### src/rtl/fetch_if.sv
// Decode-side handshake between the fetch queue (master) and decode (slave).
interface fetch_if #(
  parameter int XLEN = 32
);
  logic            out_valid;
  logic            out_ready;
  logic [XLEN-1:0] out_pc;
  logic [XLEN-1:0] out_instr;

  modport master (output out_valid, output out_pc, output out_instr, input out_ready);
  modport slave  (input out_valid, input out_pc, input out_instr, output out_ready);
endinterface

### src/rtl/fetch_queue.sv
// Fetch stage with a DEPTH-entry {pc, instr} FIFO in front of decode; a redirect
// flushes the FIFO and restarts fetch at the word-aligned branch target.
module fetch_queue #(
  parameter int              XLEN     = 32,
  parameter int              DEPTH    = 4,
  parameter logic [XLEN-1:0] RESET_PC = '0
) (
  input  logic                       clk,
  input  logic                       reset,
  output logic [XLEN-1:0]            rom_address,
  input  logic [XLEN-1:0]            rom_data,
  input  logic                       PCSrc,
  input  logic [XLEN-1:0]            in_BranchTarget,
  fetch_if.master                    dq,
  output logic [$clog2(DEPTH+1)-1:0] count
);
  localparam int PW = $clog2(DEPTH);
  localparam int CW = $clog2(DEPTH + 1);

  logic [XLEN-1:0]   fpc_reg;
  logic [2*XLEN-1:0] mem [DEPTH];
  logic [PW-1:0]     rd_ptr_reg;
  logic [PW-1:0]     wr_ptr_reg;
  logic [CW-1:0]     count_reg;
  logic              valid;
  logic              pop;
  logic              push;

  // Masking valid during a redirect keeps stale entries away from decode.
  assign valid = (count_reg != '0) && !PCSrc;
  assign pop   = valid && dq.out_ready;
  assign push  = !PCSrc && ((count_reg < CW'(DEPTH)) || pop);

  assign rom_address  = fpc_reg;
  assign count        = count_reg;
  assign dq.out_valid = valid;
  assign dq.out_pc    = mem[rd_ptr_reg][2*XLEN-1:XLEN];
  assign dq.out_instr = mem[rd_ptr_reg][XLEN-1:0];

  always_ff @(posedge clk or posedge reset) begin
    if (reset) begin
      fpc_reg    <= RESET_PC;
      rd_ptr_reg <= '0;
      wr_ptr_reg <= '0;
      count_reg  <= '0;
    end else if (PCSrc) begin
      fpc_reg    <= {in_BranchTarget[XLEN-1:2], 2'b00};
      rd_ptr_reg <= '0;
      wr_ptr_reg <= '0;
      count_reg  <= '0;
    end else begin
      if (push) begin
        wr_ptr_reg <= wr_ptr_reg + 1'b1;
        fpc_reg    <= fpc_reg + XLEN'(4);
      end
      if (pop) begin
        rd_ptr_reg <= rd_ptr_reg + 1'b1;
      end
      case ({push, pop})
        2'b10:   count_reg <= count_reg + 1'b1;
        2'b01:   count_reg <= count_reg - 1'b1;
        default: count_reg <= count_reg;
      endcase
    end
  end

  // Storage is deliberately left out of reset so it can map to plain memory.
  always_ff @(posedge clk) begin
    if (push) begin
      mem[wr_ptr_reg] <= {fpc_reg, rom_data};
    end
  end
endmodule

### src/flat_wrapper.sv
// flat-port wrapper written by rule: the top's interface ports become plain ports
module fetch_queue_flat 
#(
  parameter int              XLEN     = 32,
  parameter int              DEPTH    = 4,
  parameter logic [XLEN-1:0] RESET_PC = '0
)
  (clk, reset, rom_address, rom_data, PCSrc, in_BranchTarget, count, dq_out_valid, dq_out_pc, dq_out_instr, dq_out_ready);
  fetch_if #(.XLEN(XLEN)) dq_i ();
  input  logic clk;
  input  logic reset;
  output logic [XLEN-1:0] rom_address;
  input  logic [XLEN-1:0] rom_data;
  input  logic PCSrc;
  input  logic [XLEN-1:0] in_BranchTarget;
  output logic [$clog2(DEPTH+1)-1:0] count;
  output wire logic [$bits(dq_i.out_valid)-1:0] dq_out_valid;
  output wire logic [$bits(dq_i.out_pc)-1:0] dq_out_pc;
  output wire logic [$bits(dq_i.out_instr)-1:0] dq_out_instr;
  input wire logic [$bits(dq_i.out_ready)-1:0] dq_out_ready;
  assign dq_out_valid = dq_i.out_valid;
  assign dq_out_pc = dq_i.out_pc;
  assign dq_out_instr = dq_i.out_instr;
  assign dq_i.out_ready = dq_out_ready;
  fetch_queue #(.XLEN(XLEN), .DEPTH(DEPTH), .RESET_PC(RESET_PC)) u_core (.clk(clk), .reset(reset), .rom_address(rom_address), .rom_data(rom_data), .PCSrc(PCSrc), .in_BranchTarget(in_BranchTarget), .dq(dq_i), .count(count));
endmodule
### config.mk
export PLATFORM = sky130hd
export DESIGN_NAME = fetch_queue_flat
export DESIGN_NICKNAME = d
export VERILOG_FILES = /design/src/rtl/fetch_if.sv /design/src/rtl/fetch_queue.sv /design/src/flat_wrapper.sv
export SDC_FILE = /design/constraint.sdc
export NUM_CORES = 1
export LEC_CHECK = 0
export CAP_MARGIN = 20
export CORE_MARGIN = 5
export CORE_UTILIZATION = 50
export CTS_CLUSTER_DIAMETER = 40
export DETAILED_ROUTE_END_ITERATION = 10
export DONT_BUFFER_PORTS = 1
export PLACE_DENSITY_LB_ADDON = 0.25
export RECOVER_POWER = 50
export SLEW_MARGIN = 30
export SYNTH_ARGS = -nofsm -noshare
export SYNTH_HDL_FRONTEND = slang
export SYNTH_SLANG_ARGS = --single-unit
### constraint.sdc
create_clock -name clk -period 4 [get_ports clk]
set_input_delay 0.6 -clock clk [delete_from_list [all_inputs] [get_ports clk]]
set_output_delay 0.6 -clock clk [all_outputs]
set_load 0.02 [all_outputs]
==> results.json, run 1 <==
{
  "grt_max_degree": 64,
  "syn_area_um2": 11100,
  "power_frac_seq_pct": 44.9,
  "ys_async_sr_fraction_pct": 13.0,
  "synth_seq_cells": 285,
  "clock_path_buffers": 3,
  "p_int_w": 0.00637,
  "swShare_pct": 27.7,
  "syn_area_per_cell_um2": 19.3,
  "slowest_delay_ns": 0.84,
  "p_leak_nw": 4.15,
  "layout_commonest_cell": "edfxtp_1",
  "finalClockSkew_ns": 0.0209,
  "yosys_most_used_dff": "edfxtp_1",
  "cts_tree": "yes",
  "whs_ns": 0.159,
  "root_buffer": "clkbuf_16",
  "worst_ep_arrival_time_ns": 2.41,
  "startpoint_type": "flip-flop",
  "violations": "capacitance limit, slew limit",
  "grt_pass1_vias": 5830,
  "powerDensity_nw_per_um2": 687,
  "crit_chain": "buf_4 > mux4_2",
  "core-area_um2": 21900,
  "postRouteAntennaNets": 0,
  "drc": 0,
  "irDropWorstVdd_mv": 0.347,
  "layout-drive-gt1-share_pct": 22.8,
  "place_congestion": 0.841,
  "tns_ns": 0,
  "cts_resized": 0,
  "routedWlPerCell_um": 24.7,
  "slew-limit-headroom_pct": -37.3,
  "start_util_pct": 50.9,
  "die_h_um": 159,
  "p_switching_w": 0.00243,
  "ys.warnings.count": 0,
  "cts_made_buffers": 37,
  "place_inst": 832,
  "final_cell_mix": "edfxtp_1, mux4_2, clkbuf_16",
  "grt_pass1_wl_mm": 34.7,
  "period_share_pct": 75.2,
  "vias": 5511,
  "final_hold_viol_count": 0,
  "crit_path_top_delay_cell": "dfrtp_4",
  "synth_edf_count": 248,
  "critPathBufInv": 1,
  "worstPathRequired_ns": 3.40,
  "dieWidth_um": 159,
  "dr.pass1.iters": 4,
  "netlist-cell-type-count": 45,
  "htreeDepth": 2,
  "antenna_found_initial": 0,
  "cp_max_fo": 31,
  "place_area_um2": 11400,
  "grt_usage_pct": 17.4,
  "finalNetCount": 670,
  "critPathKind": "flip-flop to primary output",
  "dieArea_um2": 25400,
  "finalNonFillerCells": 902,
  "cap_violations": 1,
  "viasPerCell": 6.11,
  "hold_path.class": "primary input to flip-flop",
  "setup_viol": 0,
  "run_status": "complete, but fails checks",
  "slew_violations": 38,
  "power_frac_clock_pct": 38.8,
  "holdBufCountCts": 0,
  "power_frac_comb_pct": 16.3,
  "end_kind": "primary output",
  "power_w": 0.00880,
  "rsz0062_at_grt": "false",
  "clkLatencyLatePin_ns": 0.51,
  "port_buffers": 0,
  "fmax_mhz": 332,
  "cts.clk_slew.worst_paths_ns": 0.06,
  "postLayoutCellArea_um2": 12800,
  "finalCriticalPeriod_ns": 3.01,
  "syn2layout_area_growth_pct": 15.0,
  "dp_hpwl_mm": 13.0,
  "numClockSinks": 285,
  "postCtsSetupBuffers": 0,
  "grt_overflow": 0,
  "ios": 168,
  "fp-row-count": 54,
  "seq_area_frac_synth_pct": 75.2,
  "largest_reg_flops": 248,
  "final.fill_count": 1657,
  "cpLargestDelayFamily": "flip-flops",
  "drt_first_iter_violations": 339,
  "postRouteWirelength_mm": 22.3,
  "worst_pin_slew_ns": 2.06,
  "diodes": 0,
  "netlist_instances": 577
}
## cell families after synthesis
family                     after synthesis  synth area share (%)
buffers and inverters                   39                  1.69
DFF                                    285                  75.2
adders and majority gates                6                 0.742
xor gates and xnor gates                11                 0.865
muxes                                   63                  12.6
AOI/OAI and AO/OA                       52                  2.96
and+or+nand+nor                        120                  5.90
other                                    1                0.0337
## routing by layer
metal / share of wire, % / GRT usage (%) / up-vias / wire, um
li1: - / - / 2393 / -
met1: 40 / 22.3 / 2834 / 8850
met2: 48 / 27.7 / 240 / 10800
met3: 10 / 7.07 / 44 / 2230
met4: 2.2 / 5.23 / 0 / 483
met5: 0 / 0 / - / 0
## stage by stage
| step | setup WS, ns | utilization (%) |
|---|---|---|
| finish | 0.991 | 58.5 |
| global route | 0.806 | 58.5 |
| CTS | 0.912 | 58.0 |
| detailed placement | 1.33 | 52.1 |
| global placement | 1.47 | 52.1 |
| floorplan | 0.834 | - |
## layout make-up
cell class	count	area (um^2)	share of cell area, %
clock buffers	40	980	7.65
clock inverters	25	319	2.49
inverters	6	22.5	0.176
multi-input cells	257	2610	20.4
flip-flops and latches	285	8380	65.4
well taps	280	350	2.74
repair buffers	9	146	1.14
## power by group through the flow
stage / combinational (W) / clock, W / sequential [W]
6_report: 0.00143 / 0.00341 / 0.00395
5_1_grt: 0.00154 / 0.00362 / 0.00401
4_1_cts: 0.00142 / 0.00348 / 0.00400
3_5_place_dp: 0.00142 / 0 / 0.00406
3_3_place_gp: 0.00139 / 0 / 0.00403
2_1_floorplan: 0.00125 / 0 / 0.00386
## synthesized netlist by cell type (all sizes together), types with 10 or more instances
library cell,number,share of area (%)
edfxtp,248,67
dfrtp,37,8.3
nand2,32,1.1
nor2,20,0.67
mux4,62,13
buf,15,0.83
o21ai,16,0.72
nand4,10,0.62
a31oi,13,0.73
or4,15,1.1
nand3,16,0.72
clkbuf,17,0.57
## final timing paths
check	to	slack, ns	start	depth (start not counted)
worst max-delay path	dq_out_instr[11]	0.99	u_core.rd_ptr_reg[0]	2
worst min-delay path	u_core.rd_ptr_reg[0]	0.16	PCSrc	1
worst max register to register	u_core.rom_address[22]	1.35	u_core.count[2]	4
worst min register to register	u_core.wr_ptr_reg[1]	0.57	u_core.wr_ptr_reg[1]	2
max in group asynchronous	u_core.rd_ptr_reg[0]	1.82	reset	2
min in group asynchronous	u_core.rom_address[13]	0.72	reset	2
Note: power is estimated with default switching activity, not from simulation.
==> run 2, diff against run 1 <==
Clock period 4 ns to 2.9 ns, I/O delays scaled along.
==> results.json, run 2 (synthesis gave the netlist of run 1 again) <==
{
  "hold_path.class": "primary input to flip-flop",
  "fp-row-count": 54,
  "routedWlPerCell_um": 23.8,
  "ios": 168,
  "syn2layout_area_growth_pct": 18.2,
  "cp_max_fo": 10,
  "grt_usage_pct": 18.0,
  "finalClockSkew_ns": 0.0126,
  "postRouteWirelength_mm": 22.7,
  "cts_made_buffers": 36,
  "period_share_pct": 88.2,
  "fmax_mhz": 391,
  "powerDensity_nw_per_um2": 905,
  "viasPerCell": 6.05,
  "startpoint_type": "flip-flop",
  "slew-limit-headroom_pct": 18.3,
  "root_buffer": "clkbuf_16",
  "antenna_found_initial": 0,
  "final_hold_viol_count": 0,
  "setup_viol": 0,
  "drc": 0,
  "finish.utilization_pct": 60.1,
  "rsz0062_at_grt": "false",
  "p_leak_nw": 4.31,
  "worstPathRequired_ns": 3.29,
  "dieWidth_um": 159,
  "largest_reg_flops": 248,
  "irDropWorstVdd_mv": 0.504,
  "diodes": 0,
  "layout_commonest_cell": "edfxtp_1",
  "critPathKind": "flip-flop to flip-flop",
  "place_congestion": 0.825,
  "finalCriticalPeriod_ns": 2.56,
  "port_buffers": 0,
  "htreeDepth": 2,
  "start_util_pct": 50.9,
  "core-area_um2": 21900,
  "die_h_um": 159,
  "layout-drive-gt1-share_pct": 22.3,
  "dieArea_um2": 25400,
  "whs_ns": 0.0296,
  "final_cell_mix": "edfxtp_1, mux4_2, clkbuf_16",
  "grt_pass1_wl_mm": 35.9,
  "final.fill_count": 1603,
  "finalNetCount": 722,
  "dr.pass1.iters": 4,
  "worst_ep_arrival_time_ns": 2.95,
  "end_kind": "flip-flop",
  "grt_pass1_vias": 6030,
  "tns_ns": 0,
  "power_w": 0.0119,
  "numClockSinks": 285,
  "vias": 5788,
  "cts.clk_slew.worst_paths_ns": 0.06,
  "cap_violations": 0,
  "drt_first_iter_violations": 293,
  "run_status": "completed",
  "cts_resized": 0,
  "dp_hpwl_mm": 14.6,
  "worst_pin_slew_ns": 1.23,
  "clkLatencyLatePin_ns": 0.51,
  "grt_overflow": 0,
  "clock_path_buffers": 3,
  "cts_tree": "yes",
  "slew_violations": 0,
  "postRouteAntennaNets": 0,
  "grt_max_degree": 38
}
run 2: cell types whose count changed in the layout (fill, tap and decap cells not counted), sizes merged:
cell         before  now
clkinv           10    9
buf               8   16
inv              10   16
bufinv            6    3
dlygate4sd3       0   35
clkbuf           41   49
clkinvlp          5    6
run 2: power by group:
part	leakage (nW)	total [W]	internal, W	switching, W
registers	2.71	0.00534	0.00500	0.000341
clock network	0.577	0.00437	0.00265	0.00172
logic	1.02	0.00221	0.000850	0.00136
total	4.31	0.0119	0.00850	0.00342
run 2: final timing paths:
check                                       start                endpoint  slack (ns)  cells after the start
min in group asynchronous                   reset         u_core.count[1]        0.67                      3
hold reg to reg              u_core.wr_ptr_reg[1]    u_core.wr_ptr_reg[1]        0.59                      2
max in group asynchronous                   reset    u_core.rd_ptr_reg[0]        1.54                      3
hold / removal                       rom_data[28]       u_core.mem[1][28]        0.03                      0
setup / recovery           u_core.rom_address[24]  u_core.rom_address[31]        0.34                      5
setup reg to reg           u_core.rom_address[24]  u_core.rom_address[31]        0.34                      5
run 2: through the flow:
stage | instance area [um^2] | cells | worst slack (ns)
6_report | 13200 | 956 | 0.341
5_1_grt | 13200 | 956 | 0.191
4_1_cts | 13200 | 952 | 0.337
3_5_place_dp | 11700 | 855 | 0.569
3_3_place_gp | 11700 | 855 | 0.634
2_1_floorplan | 11200 | 581 | 0.500
run 2: final cells by class:
cell class	instances	area (um^2)	area share (%)
inverter	6	22.5	0.171
timing repair buffer	62	601	4.56
sequential	285	8380	63.7
multi-input combinational	257	2600	19.8
clock inverter	28	273	2.07
clock buffer	38	930	7.06
tap	280	350	2.66
run 2: worst max-delay path: stages (launching register included):
cell	delay, ns
dfrtp_1	0.33
clkbuf_1	0.51
nand4_1	0.30
or4_4	0.59
or4_1	0.50
a31o_1	0.23
run 2: metal layers:
layer	vias to the layer above	share of wire [%]	GRT usage [%]	wire length (um)
met3	41	11	7.35	2420
met1	2987	39	23.2	8860
met2	252	48	28.4	11000
met4	0	2.2	5.23	495
li1	2508	-	-	-
met5	-	0	0	0
run 2: what timing repair did:
item / in CTS / in global routing
buffers inserted: 0 / 0
hold buffers: 31 / 4
endpoints found under the setup margin: 0 / 0
hold endpoints to repair: 140 / 12
